$ cat config.mk
export PLATFORM = sky130hd
export DESIGN_NAME = bank_spi_loader
export DESIGN_NICKNAME = d
export VERILOG_FILES = /design/src/rtl/ecg_mem_pkg.sv /design/src/rtl/spi_byte_rx.sv /design/src/rtl/bank_spi_loader.sv
export SDC_FILE = /design/constraint.sdc
export NUM_CORES = 1
export LEC_CHECK = 0
export CAP_MARGIN = 20
export CORE_ASPECT_RATIO = 0.8
export CORE_MARGIN = 10
export CORE_UTILIZATION = 49
export CTS_CLUSTER_DIAMETER = 200
export CTS_CLUSTER_SIZE = 8
export DETAILED_ROUTE_END_ITERATION = 12
export PLACE_DENSITY = 0.68
export SKIP_CTS_REPAIR_TIMING = 1
export SYNTH_ARGS = -nofsm -noshare
export SYNTH_HDL_FRONTEND = slang
export SYNTH_SLANG_ARGS = --single-unit
$ cat constraint.sdc
create_clock -name clk -period 5.52 [get_ports clk]
set_input_delay 0.828 -clock clk [delete_from_list [all_inputs] [get_ports clk]]
set_output_delay 0.828 -clock clk [all_outputs]
set_load 0.03 [all_outputs]
$ cat src/rtl/ecg_mem_pkg.sv
// Shared definitions for the memory-bank load path: FSM encoding, header size,
// default bank geometry and the bank-id width helper.
package ecg_mem_pkg;

    localparam int ADDR_WIDTH_DEF = 13;
    localparam int DATA_WIDTH_DEF = 8;
    localparam int DATA_DEPTH_DEF = 1024;
    localparam int NUM_BANKS_DEF  = 8;
    localparam int HDR_BYTES      = 5;

    typedef enum logic [2:0] {
        ST_IDLE,
        ST_HDR,
        ST_DATA,
        ST_CHK,
        ST_DONE
    } ld_state_t;

    function automatic int bank_id_w(input int n);
        return (n > 1) ? $clog2(n) : 1;
    endfunction

    localparam int BANK_ID_W = bank_id_w(NUM_BANKS_DEF);

endpackage

$ cat src/rtl/spi_byte_rx.sv
// SPI mode-0 byte receiver: 2-flop synchronizers on sclk/cs_n/mosi, sclk rising
// edge detect and MSB-first shift register. byte_valid is a 1-cycle pulse.
module spi_byte_rx (
    input  logic       clk,
    input  logic       rst,
    input  logic       spi_sclk,
    input  logic       spi_cs_n,
    input  logic       spi_mosi,
    output logic       byte_valid,
    output logic [7:0] byte_data,
    output logic       cs_fall,
    output logic       cs_rise
);

    logic [1:0] sclk_sy, cs_sy, mosi_sy;
    logic       sclk_d, cs_d;
    logic [6:0] shreg;
    logic [2:0] bit_cnt;
    logic       sclk_rise;

    // cs_n resets high so reset release never looks like a frame start
    always_ff @(posedge clk or posedge rst) begin
        if (rst) begin
            sclk_sy <= 2'b00;
            cs_sy   <= 2'b11;
            mosi_sy <= 2'b00;
            sclk_d  <= 1'b0;
            cs_d    <= 1'b1;
        end else begin
            sclk_sy <= {sclk_sy[0], spi_sclk};
            cs_sy   <= {cs_sy[0], spi_cs_n};
            mosi_sy <= {mosi_sy[0], spi_mosi};
            sclk_d  <= sclk_sy[1];
            cs_d    <= cs_sy[1];
        end
    end

    assign sclk_rise = sclk_sy[1] & ~sclk_d;
    assign cs_fall   = ~cs_sy[1] & cs_d;
    assign cs_rise   = cs_sy[1] & ~cs_d;

    // Gating on the delayed cs lets a byte finishing in the cs-rise cycle still count
    always_ff @(posedge clk or posedge rst) begin
        if (rst) begin
            shreg   <= '0;
            bit_cnt <= '0;
        end else if (cs_d) begin
            bit_cnt <= '0;
        end else if (sclk_rise) begin
            shreg   <= {shreg[5:0], mosi_sy[1]};
            bit_cnt <= bit_cnt + 3'd1;
        end
    end

    assign byte_valid = sclk_rise & ~cs_d & (bit_cnt == 3'd7);
    assign byte_data  = {shreg, mosi_sy[1]};

endmodule

$ cat src/rtl/bank_spi_loader.sv
// SPI frame loader writing bytes into the memory banks' write port.
// Optional BANK_LOADER_CHECKSUM_EN adds a trailing XOR byte checked in ST_CHK.
module bank_spi_loader
    import ecg_mem_pkg::*;
#(
    parameter int ADDR_WIDTH = ADDR_WIDTH_DEF,
    parameter int DATA_WIDTH = DATA_WIDTH_DEF,
    parameter int DATA_DEPTH = DATA_DEPTH_DEF,
    parameter int NUM_BANKS  = NUM_BANKS_DEF
) (
    input  logic                  clk,
    input  logic                  rst,
    input  logic                  spi_sclk,
    input  logic                  spi_cs_n,
    input  logic                  spi_mosi,
    output logic [NUM_BANKS-1:0]  csen,
    output logic                  wrenb,
    output logic [ADDR_WIDTH-1:0] addr_b,
    output logic [DATA_WIDTH-1:0] data_b,
    output logic                  busy,
    output logic                  done,
    output logic                  err
);

    localparam int BW = bank_id_w(NUM_BANKS);
    localparam logic [7:0]          NB_L    = 8'(NUM_BANKS);
    localparam logic [ADDR_WIDTH:0] DEPTH_L = (ADDR_WIDTH + 1)'(DATA_DEPTH);
`ifdef BANK_LOADER_CHECKSUM_EN
    localparam ld_state_t TAIL = ST_CHK;
`else
    localparam ld_state_t TAIL = ST_DONE;
`endif

    logic       byte_valid, cs_fall, cs_rise;
    logic [7:0] byte_data;

    spi_byte_rx u_rx (
        .clk        (clk),
        .rst        (rst),
        .spi_sclk   (spi_sclk),
        .spi_cs_n   (spi_cs_n),
        .spi_mosi   (spi_mosi),
        .byte_valid (byte_valid),
        .byte_data  (byte_data),
        .cs_fall    (cs_fall),
        .cs_rise    (cs_rise)
    );

    ld_state_t           state, state_nx;
    logic [2:0]          hdr_cnt;
    logic [7:0]          bank_id;
    logic [7:0]          addr_hi;
    logic [ADDR_WIDTH:0] addr;       // one spare bit so the limit compare never wraps
    logic [15:0]         len, data_cnt;
    logic                bank_ok, addr_ok, aborting;
`ifdef BANK_LOADER_CHECKSUM_EN
    logic [7:0]          chk;
`endif

    assign bank_ok  = (bank_id < NB_L);
    assign addr_ok  = (addr < DEPTH_L);
    assign aborting = (state_nx == ST_IDLE) &&
                      (state == ST_HDR || state == ST_DATA || state == ST_CHK);

    // A byte completing alongside cs rise is consumed before the abort is taken
    always_comb begin
        state_nx = state;
        case (state)
            ST_IDLE: if (cs_fall) state_nx = ST_HDR;
            ST_HDR: begin
                if (byte_valid && hdr_cnt == 3'(HDR_BYTES - 1))
                    state_nx = ({len[15:8], byte_data} == 16'd0) ? TAIL : ST_DATA;
                else if (cs_rise)
                    state_nx = ST_IDLE;
            end
            ST_DATA: begin
                if (byte_valid && data_cnt == len - 16'd1) state_nx = TAIL;
                else if (cs_rise)                          state_nx = ST_IDLE;
            end
`ifdef BANK_LOADER_CHECKSUM_EN
            ST_CHK: begin
                if (byte_valid)   state_nx = ST_DONE;
                else if (cs_rise) state_nx = ST_IDLE;
            end
`endif
            ST_DONE: state_nx = ST_IDLE;
            default: state_nx = ST_IDLE;
        endcase
    end

    always_ff @(posedge clk or posedge rst) begin
        if (rst) begin
            state    <= ST_IDLE;
            hdr_cnt  <= '0;
            bank_id  <= '0;
            addr_hi  <= '0;
            addr     <= '0;
            len      <= '0;
            data_cnt <= '0;
            csen     <= '0;
            wrenb    <= 1'b0;
            addr_b   <= '0;
            data_b   <= '0;
            busy     <= 1'b0;
            done     <= 1'b0;
            err      <= 1'b0;
`ifdef BANK_LOADER_CHECKSUM_EN
            chk      <= '0;
`endif
        end else begin
            state  <= state_nx;
            csen   <= '0;
            wrenb  <= 1'b0;
            addr_b <= '0;
            data_b <= '0;
            done   <= 1'b0;
            case (state)
                ST_IDLE: begin
                    if (cs_fall) begin
                        err      <= 1'b0;
                        busy     <= 1'b1;
                        hdr_cnt  <= '0;
                        data_cnt <= '0;
`ifdef BANK_LOADER_CHECKSUM_EN
                        chk      <= '0;
`endif
                    end
                end
                ST_HDR: begin
                    if (byte_valid) begin
                        hdr_cnt <= hdr_cnt + 3'd1;
                        case (hdr_cnt)
                            3'd0: begin
                                bank_id <= byte_data;
                                if (byte_data >= NB_L) err <= 1'b1;
                            end
                            3'd1: addr_hi <= byte_data;
                            3'd2: addr <= {1'b0, ADDR_WIDTH'({addr_hi, byte_data})};
                            3'd3: len[15:8] <= byte_data;
                            3'd4: len[7:0]  <= byte_data;
                            default: ;
                        endcase
                    end
                end
                ST_DATA: begin
                    if (byte_valid) begin
                        data_cnt <= data_cnt + 16'd1;
                        if (!addr_ok) begin
                            err <= 1'b1;
                        end else begin
                            addr <= addr + (ADDR_WIDTH + 1)'(1);
                            if (bank_ok) begin
                                wrenb  <= 1'b1;
                                csen   <= NUM_BANKS'(1) << bank_id[BW-1:0];
                                addr_b <= addr[ADDR_WIDTH-1:0];
                                data_b <= DATA_WIDTH'(byte_data);
                            end
                        end
                    end
                end
`ifdef BANK_LOADER_CHECKSUM_EN
                ST_CHK: begin
                    if (byte_valid && byte_data != chk) err <= 1'b1;
                end
`endif
                ST_DONE: begin
                    done <= ~err;
                    busy <= 1'b0;
                end
                default: ;
            endcase
            if (aborting) begin
                err  <= 1'b1;
                busy <= 1'b0;
            end
`ifdef BANK_LOADER_CHECKSUM_EN
            if (byte_valid && (state == ST_HDR || state == ST_DATA))
                chk <= chk ^ byte_data;
`endif
        end
    end

endmodule
==> impl_metrics.tcl <==
set metrics [dict create \
    synth_top_area_share_pct 52.3 \
    grt_setup_unrepaired "no" \
    synth.distinct_cells 62 \
    area_growth_pct 21.0 \
    wl_um 12300 \
    place_area_mm2 0.00589 \
    cp.required_ns 5.81 \
    drive_gt1_share_pct 16.8 \
    switchingPower_uw 523 \
    comb_power_share_pct 4.0 \
    timing.final.crit_share_pct 49.9 \
    finalCriticalPeriod_ns 2.75 \
    arrival_ns 3.05 \
    synth_area_leaders "dfrtp_1 (52%), mux2_2 (7.1%), xnor2_1 (3.2%), nor2_1 (3.0%), nand2_1 (2.6%)" \
    ant_nets 0 \
    io_pins 38 \
    setup_viol_count_final 0 \
    syn-instance-count 482 \
    max_freq_ghz 0.363 \
    synth_seq_cells 116 \
    power_leakage_uw 0.00291 \
    p_clk_share_pct 52.9 \
    crit_chain "inv_1 -> ha_1 -> nor3b_1 -> nand2_1 -> mux2i_1 -> mux2i_1 -> nor4b_2 -> a21oi_1 -> o21bai_1" \
    hold_class "register to register" \
    p_int_uw 1710 \
    drc 0 \
    tritoncts "built" \
    gp_congestion 0.910 \
    drt_iter0_drc 501 \
    slew_headroom_pct 38.3 \
    synth.most_common_cell "dfrtp_1" \
    antenna_found_initial 0 \
    holdWs_ns 0.348 \
    drv_slew 0 \
    die_w_um 137 \
    cp-start-kind "register" \
    async_flop_share_pct 100 \
    rows 34 \
    seq_area_frac_synth_pct 53.7 \
    synth-edff-count 0 \
    clk_latency_ns 0.42 \
    grt_pass1_wl_um 20400 \
    yosysWarnings 0 \
    cts-htree-levels 4 \
    fin_nets 545 \
    grt_max_degree 78 \
    wl_per_cell_um 18.0 \
    gr-total-overflow 0 \
    clockBufferDepth 2 \
    synth_ff_type "dfrtp_1" \
    core_area_mm2 0.0108 \
    initial_utilization_pct 49.9 \
    endpoint_kind "register" \
    clkTransAtPathRegs_ns 0.05 \
    synth.cells.most_frequent "dfrtp_1 (113), nor2_1 (43), nand2_1 (38)" \
    cts_root_buffer "clkbuf_16" \
    num_antenna_cells 0 \
    drt_first_pass_iters 5 \
    numPortBuffers 37 \
    max-vdd-ir-drop_mv 0.215 \
    seqPwrFrac_pct 43.1 \
    yosysTopAreaCell "dfrtp_1" \
    cap_violations 0 \
    stdcell_area_mm2 0.00655 \
    die_area_mm2 0.0157 \
    via_per_inst 5.64 \
    crit_type "register to register" \
    clock_skew_ns 0.00788 \
    setup-tns-final_ns 0 \
    final_cells 686 \
    avgSynthCellArea_um2 11.2 \
    dp_cells 654 \
    status "complete, no violations" \
    grt_pass1_vias 3920 \
    rr_worst_depth 9 \
    syn_area_mm2 0.00541 \
    gr-usage-all-layers_pct 16.7 \
    critical_path.max_fanout 6 \
    cts_buffers 17 \
    hpwlAfterDp_um 8220 \
    clock_sinks 116 \
    slowest_delay_ns 0.62 \
    crit_path_top_delay_cell "nor3b_1" \
    fp.dieH_um 114 \
    p_per_area_mw_per_mm2 341 \
    dr_total_vias 3868 \
    netSwitchingFraction_pct 23.4 \
    cpMostUsedCell "mux2i_1" \
    hold_path_depth 0 \
    hold_viol 0 \
    worst_pin_slew_ns 0.925 \
]
-- sequential cells by signal (all words and copies together) (netlist names), 5 cells and up --
| register | flops |
|---|---|
| data_cnt | 16 |
| len | 16 |
| addr | 14 |
| addr_b | 13 |
| bank_id | 8 |
| csen | 8 |
| data_b | 8 |
| u_rx.shreg | 7 |
| addr_hi | 5 |
-- layer usage --
layer / part of all wire (%) / vias to the layer above / track usage, %
met2: 44 / 113 / 23.9
met5: 0 / - / 0
met1: 47 / 1933 / 23.4
met3: 6.3 / 21 / 4.75
li1: - / 1801 / -
met4: 1.8 / 0 / 6.38
-- cell families (layout without fill, tap and decap cells) --
logic type               after synthesis  count (layout)  synth area share (%)
adder cells (fa/ha/maj)               10              10                  2.31
multiplexers                          39              39                  8.00
flip-flops                           116             116                  53.7
AO/OA/AOI/OAI                         73              73                  8.33
XOR/XNOR                              31              31                  5.02
buffers and inverters                 26              84                  2.59
other                                  1               3                0.0693
AND/OR/NAND/NOR                      186             186                  20.0
-- power groups by stage --
stage / logic, uW / clock network, uW / registers [uW]
final: 90.1 / 1180 / 964
after global routing: 102 / 1240 / 972
after CTS: 92.3 / 1190 / 964
after detailed placement: 92.2 / 0 / 979
after global placement: 89.9 / 0 / 980
after floorplan: 65.5 / 0 / 937
-- layout make-up --
| class | instances | area (um^2) |
|---|---|---|
| Sequential cell | 116 | 2910 |
| Tap cell | 144 | 180 |
| Clock inverter | 11 | 176 |
| Clock buffer | 20 | 467 |
| Multi-Input combinational cell | 342 | 2370 |
| Inverter | 13 | 51.3 |
| Timing Repair Buffer | 40 | 397 |
| Fill cell | 870 | 4300 |
-- placed cells by master (no fill, tap or decap), types with 5 or more instances in the layout --
| cell | instances |
|---|---|
| o21ai_0 | 24 |
| mux2i_1 | 5 |
| and2_1 | 19 |
| xor2_1 | 11 |
| nand4_1 | 5 |
| clkbuf_16 | 17 |
| ha_1 | 10 |
| dfrtp_1 | 113 |
| inv_1 | 12 |
| or3_1 | 6 |
| xnor2_1 | 20 |
| a21oi_1 | 22 |
| nand3_1 | 18 |
| clkdlybuf4s50_1 | 37 |
| and3_1 | 7 |
| nand2_1 | 38 |
| mux2_2 | 34 |
| nor2_1 | 43 |
| nor3_1 | 10 |
-- path summary, 6_finish.rpt --
| kind | start | endpoint | slack [ns] |
|---|---|---|---|
| max in group asynchronous | rst | u_rx.cs_sy[0] | 3.48 |
| worst min register to register | u_rx.mosi_sy[0] | u_rx.mosi_sy[1] | 0.35 |
| min in group asynchronous | rst | addr_b[11] | 0.98 |
| worst max register to register | len[0] | err | 2.77 |
| worst min-delay path | u_rx.mosi_sy[0] | u_rx.mosi_sy[1] | 0.35 |
| worst max-delay path | len[0] | err | 2.77 |
-- per-stage QoR --
step                      util, %  total power [uW]  setup slack [ns]
final                        60.4              2240              2.77
after global routing         60.4              2310              2.57
after CTS                    60.3              2250              2.49
after detailed placement     54.3              1070              2.50
after global placement       54.3              1070              2.74
after floorplan                 -              1000              1.62
-- critical path: cells and delay by family, from the launching register on --
family                     cells  cell delay [ns]
and+or+nand+nor                3             1.16
DFF                            1             0.44
muxes                          2             0.39
AOI/OAI and AO/OA              2             0.33
adders and majority gates      1             0.21
buffers and inverters          1             0.10
Note: power is estimated with default switching activity, not from simulation.
